===== src/rtl/bus_map_pkg.sv =====
// Shared definitions for the bus controller.
// Contents: the per-slot configuration record, the default slot map, the slot
// index names, and the controller state type.
package bus_map_pkg;

    localparam int MAP_SLOTS = 8;

    // 'wait' is a SystemVerilog keyword, so the wait-state field is named 'waits'.
    typedef struct packed {
        logic [31:0] base;
        logic [31:0] mask;
        logic [3:0]  waits;
    } slot_cfg_t;

    localparam int SLOT_RAM       = 0;
    localparam int SLOT_KEYBOARD  = 1;
    localparam int SLOT_LEDS      = 2;
    localparam int SLOT_SEVEN_SEG = 3;
    localparam int SLOT_TIMER     = 4;
    localparam int SLOT_UART_CTRL = 5;
    localparam int SLOT_UART_DATA = 6;
    localparam int SLOT_SPI_CTRL  = 7;

    // Single-register peripherals use an all-ones mask, so they decode one exact word.
    localparam slot_cfg_t SLOT_MAP [MAP_SLOTS] = '{
        '{base: 32'h0000_1000, mask: 32'hFFFF_F000, waits: 4'd1},
        '{base: 32'h0000_2000, mask: 32'hFFFF_FFFF, waits: 4'd0},
        '{base: 32'h0000_2008, mask: 32'hFFFF_FFFF, waits: 4'd0},
        '{base: 32'h0000_200C, mask: 32'hFFFF_FFFF, waits: 4'd0},
        '{base: 32'h0000_2010, mask: 32'hFFFF_FFFF, waits: 4'd0},
        '{base: 32'h0000_2020, mask: 32'hFFFF_FFFF, waits: 4'd0},
        '{base: 32'h0000_2024, mask: 32'hFFFF_FFFF, waits: 4'd2},
        '{base: 32'h0000_2100, mask: 32'hFFFF_FFFF, waits: 4'd0}
    };

    typedef enum logic [1:0] {
        ST_IDLE   = 2'd0,
        ST_ACCESS = 2'd1,
        ST_WAIT   = 2'd2,
        ST_RESP   = 2'd3
    } state_t;

endpackage


===== src/rtl/bus_addr_match.sv =====
// Combinational priority address decoder.
// Ports: address_i (access address) -> hit_o (some slot matches),
//        idx_o (index of the lowest-numbered matching slot).
module bus_addr_match
    import bus_map_pkg::*;
#(
    parameter int N_SLOTS = 8,
    parameter int ADDR_W  = 32,
    parameter int IDX_W   = 3
) (
    input  logic [ADDR_W-1:0] address_i,
    output logic              hit_o,
    output logic [IDX_W-1:0]  idx_o
);

    // Scanning from the top down lets the lowest-index match overwrite the others.
    always_comb begin
        hit_o = 1'b0;
        idx_o = '0;
        for (int i = N_SLOTS - 1; i >= 0; i--) begin
            if ((address_i & SLOT_MAP[i].mask[ADDR_W-1:0]) == SLOT_MAP[i].base[ADDR_W-1:0]) begin
                hit_o = 1'b1;
                idx_o = i[IDX_W-1:0];
            end
        end
    end

endmodule


===== src/rtl/bus_driver_n.sv =====
// Registered memory-mapped bus controller between the core load/store port
// and N peripheral slots.
// Ports: clk_i/rst_i (sync active-high reset); core side address_i, we_i, re_i,
//        wdata_i, rdata_o, ready_o; slot side wdata_o, we_o, re_o (one-hot),
//        rdata_slots_i (slot i at bits [i*DATA_W +: DATA_W]); error side
//        err_o, err_flag_o, err_addr_o, err_clr_i.
//
// state  | meaning
// IDLE   | waiting for a request; decodes and latches it
// ACCESS | one-cycle strobe to the selected slot, wait counter loaded
// WAIT   | counting down the slot's wait states
// RESP   | ready_o pulse (with err_o on a miss), then back to IDLE
module bus_driver_n
    import bus_map_pkg::*;
#(
    parameter int N_SLOTS = 8,
    parameter int ADDR_W  = 32,
    parameter int DATA_W  = 32,
    parameter int WAIT_W  = 2
) (
    input  logic                      clk_i,
    input  logic                      rst_i,
    input  logic [ADDR_W-1:0]         address_i,
    input  logic                      we_i,
    input  logic                      re_i,
    input  logic [DATA_W-1:0]         wdata_i,
    output logic [DATA_W-1:0]         wdata_o,
    output logic [N_SLOTS-1:0]        we_o,
    output logic [N_SLOTS-1:0]        re_o,
    input  logic [N_SLOTS*DATA_W-1:0] rdata_slots_i,
    output logic [DATA_W-1:0]         rdata_o,
    output logic                      ready_o,
    output logic                      err_o,
    output logic                      err_flag_o,
    output logic [ADDR_W-1:0]         err_addr_o,
    input  logic                      err_clr_i
);

    localparam int IDX_W = (N_SLOTS > 1) ? $clog2(N_SLOTS) : 1;

    state_t              state_q;
    logic [IDX_W-1:0]    slot_q;
    logic                op_we_q;
    logic [WAIT_W-1:0]   wait_q;
    logic [DATA_W-1:0]   wdata_q;
    logic [DATA_W-1:0]   rdata_q;
    logic [N_SLOTS-1:0]  we_q;
    logic [N_SLOTS-1:0]  re_q;
    logic                ready_q;
    logic                err_q;
    logic                err_flag_q;
    logic [ADDR_W-1:0]   err_addr_q;

    logic                hit;
    logic [IDX_W-1:0]    hit_idx;
    logic [N_SLOTS-1:0]  strobe_d;
    logic [WAIT_W-1:0]   slot_waits_d;
    logic [DATA_W-1:0]   slot_rdata_d;

    bus_addr_match #(
        .N_SLOTS (N_SLOTS),
        .ADDR_W  (ADDR_W),
        .IDX_W   (IDX_W)
    ) u_match (
        .address_i (address_i),
        .hit_o     (hit),
        .idx_o     (hit_idx)
    );

    assign strobe_d     = {{(N_SLOTS-1){1'b0}}, 1'b1} << hit_idx;
    assign slot_waits_d = SLOT_MAP[slot_q].waits[WAIT_W-1:0];
    assign slot_rdata_d = rdata_slots_i[int'(slot_q)*DATA_W +: DATA_W];

    always_ff @(posedge clk_i) begin
        if (rst_i) begin
            state_q    <= ST_IDLE;
            slot_q     <= '0;
            op_we_q    <= 1'b0;
            wait_q     <= '0;
            wdata_q    <= '0;
            rdata_q    <= '0;
            we_q       <= '0;
            re_q       <= '0;
            ready_q    <= 1'b0;
            err_q      <= 1'b0;
            err_flag_q <= 1'b0;
            err_addr_q <= '0;
        end else begin
            // Strobes and the ready/err pulses last exactly one cycle.
            we_q    <= '0;
            re_q    <= '0;
            ready_q <= 1'b0;
            err_q   <= 1'b0;

            // A miss taken in IDLE below overrides this, so a set beats a clear.
            if (err_clr_i) begin
                err_flag_q <= 1'b0;
            end

            case (state_q)
                ST_IDLE: begin
                    if (we_i || re_i) begin
                        slot_q  <= hit_idx;
                        op_we_q <= we_i;
                        wdata_q <= wdata_i;
                        if (hit) begin
                            // A write takes priority when both requests are high.
                            if (we_i) begin
                                we_q <= strobe_d;
                            end else begin
                                re_q <= strobe_d;
                            end
                            state_q <= ST_ACCESS;
                        end else begin
                            ready_q    <= 1'b1;
                            err_q      <= 1'b1;
                            err_flag_q <= 1'b1;
                            err_addr_q <= address_i;
                            rdata_q    <= '0;
                            state_q    <= ST_RESP;
                        end
                    end
                end
                ST_ACCESS: begin
                    wait_q <= slot_waits_d;
                    if (slot_waits_d == '0) begin
                        ready_q <= 1'b1;
                        if (!op_we_q) begin
                            rdata_q <= slot_rdata_d;
                        end
                        state_q <= ST_RESP;
                    end else begin
                        state_q <= ST_WAIT;
                    end
                end
                ST_WAIT: begin
                    wait_q <= wait_q - 1'b1;
                    if (wait_q == WAIT_W'(1)) begin
                        ready_q <= 1'b1;
                        if (!op_we_q) begin
                            rdata_q <= slot_rdata_d;
                        end
                        state_q <= ST_RESP;
                    end
                end
                ST_RESP: begin
                    state_q <= ST_IDLE;
                end
                default: begin
                    state_q <= ST_IDLE;
                end
            endcase
        end
    end

    assign wdata_o    = wdata_q;
    assign we_o       = we_q;
    assign re_o       = re_q;
    assign rdata_o    = rdata_q;
    assign ready_o    = ready_q;
    assign err_o      = err_q;
    assign err_flag_o = err_flag_q;
    assign err_addr_o = err_addr_q;

endmodule


===== config.mk =====
export PLATFORM = sky130hd
export DESIGN_NAME = bus_driver_n
export DESIGN_NICKNAME = d
export VERILOG_FILES = /design/src/rtl/bus_map_pkg.sv /design/src/rtl/bus_addr_match.sv /design/src/rtl/bus_driver_n.sv
export SDC_FILE = /design/constraint.sdc
export NUM_CORES = 1
export LEC_CHECK = 0
export ABC_AREA = 1
export BUFFER_PORTS_ARGS = -buffer_cell sky130_fd_sc_hd__buf_2
export CORE_AREA = 2 2 172 174
export DETAILED_ROUTE_END_ITERATION = 7
export DIE_AREA = 0 0 174 176
export PLACE_DENSITY_LB_ADDON = 0.15
export RECOVER_POWER = 100
export SETUP_SLACK_MARGIN = 0.02
export SLEW_MARGIN = 30
export SYNTH_ARGS = -nofsm -noshare
export SYNTH_HDL_FRONTEND = slang
export SYNTH_SLANG_ARGS = --single-unit

===== constraint.sdc =====
create_clock -name clk_i -period 3.9 [get_ports clk_i]
set_input_delay 1.17 -clock clk_i [delete_from_list [all_inputs] [get_ports clk_i]]
set_output_delay 1.17 -clock clk_i [all_outputs]
set_load 0.02 [all_outputs]

# Yosys cells after proc, flatten, opt, wreduce, memory -nomap -nowiden
# Memory sizes are Yosys's and may differ from the RTL's.
# Index checks and enable logic that the tools add are counted.
# op_classes
reduce_logical	12
eq_ne	16
order_cmp	1
muxes	39
addsub	1
shift	2
n_bitwise	5
# op_table
cell	count
indexed part select 256 x 9 -> 32 bit	1
== test 32 x 14 -> 1 bit, second input constant	7
two-way mux 32 bit	5
one-hot mux 32 bit (3 select lines)	1
two-way mux 3 bit	8
== test 20 x 1 -> 1 bit, second input constant	1
two-way mux 1 bit	17
two-way mux 2 bit	5
OR reduction 5 bit	2
!= test 2 bit, second input constant	4
one-hot mux 2 bit (4 select lines)	1
left shift 1 x 3 -> 8 bit, first input constant	1
AND reduction 5 bit	1
== test 2 x 1 -> 1 bit, second input constant	2
== test 2 bit, second input constant	2
>= comparator 4 bit, second input constant	1
zero test 2 bit	2
inverter 1 bit	4
inverter 3 -> 4 bit	1
one-hot mux 2 bit (2 select lines)	1
AND reduction 2 bit	2
one-hot mux 1 bit (3 select lines)	1
AND reduction 3 bit	1
nonzero test 3 bit	1
other kinds (4)	4
# word_totals
rom_bits	544
n_memories	1
output_inout_bits	115
ff_bits	123
word_cells	89
in_bits	325
# mem_list
name	words	word_bits	read_ports	rd_clocked_by_memory_dff	write_ports	line	text
(no name shown)	8	68	1	0	0	bus_driver_n.sv:71	assign slot_waits_d = SLOT_MAP[slot_q].waits[WAIT_W-1:0];

# Depth between registers and ports, before layout
# Gate-level depths: netlist of the first run.
# depth
depth_word	12
ltp_mapped	15
ltp_nobuf	14

# Hierarchy
# A second synthesis of the first run with hierarchy kept.
# unflattened
hier_cells	1430
area_unflattened_um2	8162.8
# by_module_without_submodules
mod	seq_area_each_um2	area_each_um2	n_inst	cells_each
bus_driver_n	2462.4	7818.7	1	1359
bus_addr_match	0.0	344.1	1	71

# Worst setup path before layout of the first run
# No wires, ideal clock.
# synth_timing
kind	input to register
startpoint	input address_i[6]
endpoint	register rdata_q[25] (netlist: rdata_o[25])
arrival_time_ns	2.321
slack_ns	1.466
cell_stages	13
t_required_ns	3.787
setup_ns	0.113
path_buffers	1
cell_sequence	nor2_1 nand2_1 nor2_2 nand4_2 nand2_1 nor2_2 nand2_2 nand2_2 nand2_4 buf_6 nand2_1 nand2_1 nor2_1
# synth_between
elab_chain_len	11
elab_cells_between_ends	17
classes_between	8 x eq/ne; 8 x mux; 1 x reduce/logical
# synth_lines
item	line	text
start: declaration	bus_driver_n.sv:23	input logic [ADDR_W-1:0] address_i,
== test 32 x 14 -> 1 bit	bus_addr_match.sv:21	if ((address_i & SLOT_MAP[i].mask[ADDR_W-1:0]) == SLOT_MAP[i].base[ADDR_W-1:0]) begin
two-way mux 1 bit (6 in a row)	bus_addr_match.sv:21	
two-way mux 1 bit (*) (2 in a row)	bus_addr_match.sv:21	
!= test 2 bit (no source line) (*)	--	
AND reduction 5 bit (no source line) (*)	--	
end signal: assignment	bus_driver_n.sv:129	rdata_q <= slot_rdata_d;
end signal: assignment	bus_driver_n.sv:141	rdata_q <= slot_rdata_d;
end: declaration	bus_driver_n.sv:46	logic [DATA_W-1:0] rdata_q;
# Mark *: on every way between the ends. The rest lies on a longest branch, timed or not.
# A chain may end at the register's enable or synchronous reset.

# Worst setup path after layout of the first run
# layout_timing
startpoint	input address_i[16]
endpoint	register rdata_q[1] (netlist: rdata_o[1])
# layout_between
elab_chain_len	11
elab_cells_between_ends	18
classes_between	9 x eq/ne; 8 x mux; 1 x reduce/logical
# layout_lines
item	line
== test 32 x 14 -> 1 bit	bus_addr_match.sv:21
two-way mux 1 bit (7 in a row)	bus_addr_match.sv:21
two-way mux 1 bit (*)	bus_addr_match.sv:21
!= test 2 bit (no source line) (*)	--
AND reduction 5 bit (no source line) (*)	--
# Marks and branches as above.

==> flow_summary.json, run 1 <==
{
  "status": "finished clean",
  "cap_violations": 0,
  "ys_top_cells_by_count": "326 x nor2_1, 183 x o21ai_0, 168 x nand2_1",
  "syn_inst": 1147,
  "syn_area_sq_um": 7160,
  "die_area_sq_um": 30600,
  "holdBufCountCts": 0,
  "syn_area_per_cell_sq_um": 6.24,
  "p_comb_share_pct": 52.7,
  "insertion_delay_ns": 0.41,
  "pin_count": 440,
  "die_h_um": 176,
  "grtUsageMet3_pct": 5.75,
  "area_growth_pct": 40.6,
  "period_needed_ns": 3.10,
  "ys_warn_count": 0,
  "initial_core_util_pct": 25.1,
  "num_vias": 9056,
  "io_buffers": 439,
  "ys_seq_area_share_pct": 34.4,
  "yosys.area.top_type": "dfxtp_1",
  "hold_viol": 0,
  "max_freq_ghz": 0.323,
  "synth_top_cell_area_share_pct": 34.4,
  "synthArstFlopShare_pct": 0,
  "synth-edff-count": 0,
  "grt_pass1_vias": 8547,
  "grt_max_degree": 72,
  "cts_max_level": 4,
  "rows": 62,
  "seqCellArea_sq_um": 2470,
  "holdCritPathClass": "register to register",
  "criticalPathCategory": "primary input to register",
  "startpoint_type": "primary input",
  "ir_worst_vdd_mv": 0.608,
  "leakage_nw": 4.65,
  "cts.sinks": 123,
  "final_util_pct": 35.3,
  "multi_input_area_sq_um": 4050,
  "power.switching_mw": 3.53,
  "grtUsageTotal_pct": 20.2,
  "overflow": 0,
  "cts_setup_buffers": 0,
  "placed_cells": 1899,
  "ys_types": 33,
  "setup_viol": 0,
  "internal_power_mw": 3.85,
  "finalNonFillerCells": 1939,
  "path_clk_slew_ns": 0.06,
  "cp_data_arrival_time_ns": 3.44,
  "ys_ff_latch": 123,
  "crit_fanout": 30,
  "syn_nets": 1478,
  "grt_util_met2_pct": 33.2,
  "end_kind": "register",
  "fin_skew_ns": 0.0111,
  "cts_tree": "built",
  "wl_um": 32400,
  "dpl.hpwl_um": 24200,
  "drc": 0,
  "fin_crit_sh_pct": 79.5,
  "pwr_density_cell_nw_per_um2": 732,
  "pwr-share-clk_pct": 22.5,
  "power_mw": 7.37,
  "synth_most_common_cell": "nor2_1",
  "worstPathRequired_ns": 4.24,
  "tightest_slew_ns": 1.09,
  "wl_per_cell_um": 16.7,
  "synth_area_leaders": "dfxtp_1 34%, nor2_1 17%, o21ai_0 13%",
  "cts_root_buf": "clkbuf_16",
  "drtAntennaViolNets": 0,
  "place_congestion": 0.891,
  "viasPerCell": 4.67,
  "gr-max-usage-layer": "met2",
  "grt_util_met1_pct": 25.4,
  "swShare_pct": 47.8,
  "ys.flop_type": "dfxtp_1",
  "rsz0062_at_grt": "false",
  "fp.coreArea_sq_um": 28500,
  "cts_buffers": 17,
  "tns_ns": 0,
  "slew_viol_final": 0,
  "grt_pass1_wl_um": 48600,
  "relSlewSlack_pct": 27.2,
  "nNetsFinal": 1865,
  "die_w_um": 174,
  "drtPass1Iterations": 5,
  "drive_above_1_share_pct": 25.7,
  "sequentialPowerShare_pct": 24.8,
  "fillers": 3275,
  "cts.path.max_buffers": 2,
  "cts_resized": 0,
  "dr.first_iter.drc_count": 500,
  "antenna_found_initial": 10
}
==> state kept, by name, indices dropped and copies added, names as in the netlist <==
signal      flops
err_addr_o     32
rdata_o        32
wdata_o        32
re_o            8
we_o            8
slot_q          3
state_q         2
wait_q          2
err_flag_o      1
err_o           1
op_we_q         1
ready_o         1
==> logic make-up after synthesis <==
kind of cell	Yosys count	share of synthesized area (%)
AND/OR/NAND/NOR	558	31.7
AO/OA/AOI/OAI	310	24.1
buffers and inverters	150	8.67
flip-flops	123	34.4
adder cells (fa/ha/maj)	6	1.05
==> final timing paths <==
kind / slack (ns) / cells after the start / from / to
worst max-delay path: 0.80 / 15 / address_i[16] / rdata_o[1]$_SDFFE_PP0P_
worst min-delay path: 0.46 / 2 / err_addr_o[5]$_SDFFE_PP0P_ / err_addr_o[5]$_SDFFE_PP0P_
worst max register to register: 1.18 / 8 / slot_q[2]$_SDFFE_PP0P_ / rdata_o[0]$_SDFFE_PP0P_
worst min register to register: 0.46 / 2 / err_addr_o[5]$_SDFFE_PP0P_ / err_addr_o[5]$_SDFFE_PP0P_
==> per-stage QoR <==
step | hold WS (ns) | setup slack, ns | cell area [sq um]
final | 0.464 | 0.799 | 10100
after global placement | 0.450 | 0.938 | 9620
after floorplan | 0.445 | 1.47 | 7160
after CTS | 0.461 | 1.23 | 10200
after detailed placement | 0.452 | 0.912 | 9620
after global routing | 0.483 | 0.514 | 10100
==> layer usage <==
metal | up-vias | routed length, um | part of all wire [%]
li1 | 4568 | - | -
met1 | 4098 | 13900 | 43
met2 | 344 | 15200 | 47
met3 | 42 | 2490 | 7.7
met4 | 4 | 745 | 2.3
met5 | - | 22 | 0.068
==> placed cells by master, fill, tap and decap left out, types with 2 or more instances in the layout <==
cell type / Yosys / final
dfxtp_2: 0 / 2
nor2_4: 4 / 3
nor2_2: 5 / 4
inv_6: 0 / 4
o221ai_1: 28 / 28
clkbuf_2: 0 / 2
dfxtp_1: 123 / 120
nor3_1: 2 / 2
nand2_2: 6 / 4
nand2_1: 168 / 170
buf_12: 0 / 2
inv_1: 56 / 56
nand3_1: 34 / 36
nor2_1: 326 / 328
o22ai_1: 37 / 37
a21oi_1: 55 / 55
clkinvlp_4: 0 / 3
clkbuf_1: 61 / 118
ha_1: 6 / 6
diode_2: 0 / 8
o21ai_0: 183 / 183
buf_2: 19 / 323
clkinv_4: 0 / 3
buf_4: 3 / 11
o211ai_1: 3 / 3
clkbuf_16: 0 / 17
bufinv_16: 0 / 3
nand4_1: 3 / 4
inv_2: 7 / 5
==> cell type report <==
type	instances	area share, %
flip-flops and latches	123	24.5
diodes	8	0.199
clock buffers	18	4.26
well taps	384	4.77
repair buffers	455	21.7
clock inverters	14	1.84
multi-input cells	874	40.3
inverters	63	2.37
==> power groups by stage <==
stage	combinational (mW)	clock (mW)	sequential, mW
3_5_place_dp	4.02	0	1.85
6_report	3.89	1.66	1.83
5_1_grt	4.37	1.77	1.88
4_1_cts	4.03	1.71	1.82
3_3_place_gp	4.01	0	1.84
2_1_floorplan	2.43	0	2.20
==> worst max-delay path, cell delays in order <==
cell and delay, ns:
buf_2 0.10, nor2_1 0.13, nand2_1 0.09, inv_1 0.06
nand2_1 0.04, nor2_1 0.41, nand2_1 0.27, nand2_2 0.15
nor2_4 0.06, nand2_2 0.08, nand2_1 0.11, clkbuf_2 0.39
nand3_1 0.19, nand2_1 0.06, nor2_1 0.10
No activity file was read; power rests on OpenSTA's default activity.
==> run 2, diff against run 1 <==
==> constraint.sdc (replaced) <==
create_clock -name clk_i -period 2.52 [get_ports clk_i]
set_input_delay 0.756 -clock clk_i [delete_from_list [all_inputs] [get_ports clk_i]]
set_output_delay 0.756 -clock clk_i [all_outputs]
set_load 0.02 [all_outputs]
==> flow_summary.json, run 2 (synthesis results as in run 1) <==
{
  "status": "finished clean",
  "die_w_um": 174,
  "initial_core_util_pct": 25.1,
  "die_h_um": 176,
  "cts_max_level": 4,
  "end_kind": "register",
  "slew_viol_final": 0,
  "tns_ns": 0,
  "final_cell_mix": "329 x nor2_1, 321 x buf_2, 183 x o21ai_0",
  "power.switching_mw": 5.53,
  "cts.path.max_buffers": 2,
  "rsz0062_at_grt": "false",
  "hp-start": "err_addr_o[25]$_SDFFE_PP0P_",
  "holdBufCountCts": 0,
  "pwr-share-clk_pct": 21.9,
  "drtPass1Iterations": 5,
  "startpoint_type": "register",
  "viasPerCell": 4.65,
  "pre_cts_ws_ns": 0.0707,
  "die_area_sq_um": 30600,
  "pwr_density_cell_nw_per_um2": 1150,
  "cts.sinks": 123,
  "relSlewSlack_pct": 59.4,
  "setup_ws_ns": 0.326,
  "cap_violations": 0,
  "cts_resized": 0,
  "internal_power_mw": 6.20,
  "grt_pass1_vias": 8214,
  "drive_above_1_share_pct": 26.2,
  "antenna_found_initial": 9,
  "grtUsageTotal_pct": 20.1,
  "crit_fanout": 20,
  "num_vias": 9070,
  "sequentialPowerShare_pct": 24.3,
  "grt_pass1_wl_um": 48200,
  "reg2regPathDepth": 9,
  "cp_data_arrival_time_ns": 2.50,
  "leakage_nw": 4.73,
  "setup_viol": 0,
  "dr.first_iter.drc_count": 493,
  "criticalPathCategory": "register to register",
  "ff2ff_setup_slack_ns": 0.33,
  "min_path_cells": 2,
  "timing.rr.end": "rdata_o[19]$_SDFFE_PP0P_",
  "period_needed_ns": 2.19,
  "cts_tree": "built",
  "fillers": 3271,
  "wl_um": 32900,
  "tightest_slew_ns": 0.608,
  "overflow": 0,
  "r2r-start": "state_q[0]$_SDFFE_PP0P_",
  "mostFrequentLayoutCell": "nor2_1",
  "hold_viol": 0,
  "fin_crit_sh_pct": 87.1,
  "fin_skew_ns": 0.0144,
  "place_congestion": 0.900,
  "rows": 62,
  "ir_worst_vdd_mv": 0.490,
  "cts_root_buf": "clkbuf_16",
  "worstPathRequired_ns": 2.82,
  "drc": 0,
  "pin_count": 440,
  "drtAntennaViolNets": 0,
  "area_growth_pct": 43.0,
  "cts_setup_buffers": 0,
  "fp.coreArea_sq_um": 28500,
  "swShare_pct": 47.2,
  "wl_per_cell_um": 16.9,
  "cts_buffers": 17,
  "grt_max_degree": 113,
  "dpl.hpwl_um": 24700,
  "p_comb_share_pct": 53.8,
  "max_freq_ghz": 0.456,
  "hold_path_end": "err_addr_o[25]$_SDFFE_PP0P_",
  "insertion_delay_ns": 0.41,
  "nNetsFinal": 1875,
  "io_buffers": 439,
  "path_clk_slew_ns": 0.06,
  "holdCritPathClass": "register to register"
}
run 2: changes by cell type in the layout (fill, tap and decap cells not counted), moves of 2 or more:
cell	change
nor2_2	-2
clkbuf_1	+2
nand2_2	+2
buf_2	-2
clkinvlp_4	-2
buf_12	+8
nand2_1	-2
run 2: power by group through the flow:
stage / Combinational, mW / Clock, mW / Sequential [mW]
finish: 6.31 / 2.57 / 2.85
global route: 7.01 / 2.74 / 2.93
CTS: 6.56 / 2.64 / 2.84
detailed placement: 6.55 / 0 / 2.87
global placement: 6.54 / 0 / 2.87
floorplan: 3.77 / 0 / 3.40
run 2: layer usage:
layer  global-route usage, %  share of wire [%]  vias to the layer above
li1                        -                  -                     4589
met1                    26.8                 45                     4126
met2                    32.2                 47                      334
met3                    4.89                6.8                       21
met4                    6.09                1.1                        0
met5                       0                  0                        -
run 2: per-stage QoR:
| step | instances | cell area, sq um | hold WS, ns | total power [mW] | utilization, % |
|---|---|---|---|---|---|
| 2_1_floorplan | 1147 | 7160 | 0.445 | 7.17 | - |
| 3_3_place_gp | 1909 | 9790 | 0.449 | 9.41 | 34.3 |
| 3_5_place_dp | 1909 | 9790 | 0.455 | 9.42 | 34.3 |
| 4_1_cts | 1940 | 10400 | 0.464 | 12.0 | 36.4 |
| 5_1_grt | 1949 | 10200 | 0.483 | 12.7 | 35.9 |
| 6_report | 1949 | 10200 | 0.461 | 11.7 | 35.9 |
run 2: worst max path at each step:
stage	end	start	cells after the start	slack, ns
3_5_place_dp	err_addr_o[1]$_SDFFE_PP0P_	address_i[6]	13	0.07
4_1_cts	rdata_o[29]$_SDFFE_PP0P_	state_q[0]$_SDFFE_PP0P_	9	0.48
3_3_place_gp	we_o[3]$_SDFF_PP0_	address_i[16]	12	0.07
2_1_floorplan	rdata_o[25]$_SDFFE_PP0P_	address_i[6]	13	0.50
5_1_grt	re_o[5]$_SDFF_PP0_	state_q[1]$_SDFFE_PP0P_	9	0.12
6_report	rdata_o[19]$_SDFFE_PP0P_	state_q[0]$_SDFFE_PP0P_	9	0.33
run 2: area by class of cell:
| type | count | area, sq um | area share (%) |
|---|---|---|---|
| timing repair buffer | 465 | 2360 | 23.0 |
| antenna | 9 | 22.5 | 0.220 |
| tap | 384 | 480 | 4.69 |
| multi-input combinational | 874 | 4060 | 39.6 |
| sequential | 123 | 2470 | 24.1 |
| inverter | 63 | 239 | 2.33 |
| clock inverter | 14 | 186 | 1.82 |
| clock buffer | 17 | 425 | 4.15 |
run 2: worst max-delay path, cell delays in order (launching register included):
cell and delay (ns):
dfxtp_1 0.41, inv_1 0.11, ha_1 0.24, a22oi_1 0.35, clkinv_1 0.16, a211oi_2 0.37, nand2_4 0.12, buf_12 0.17
nor2_1 0.10, nor2_1 0.06
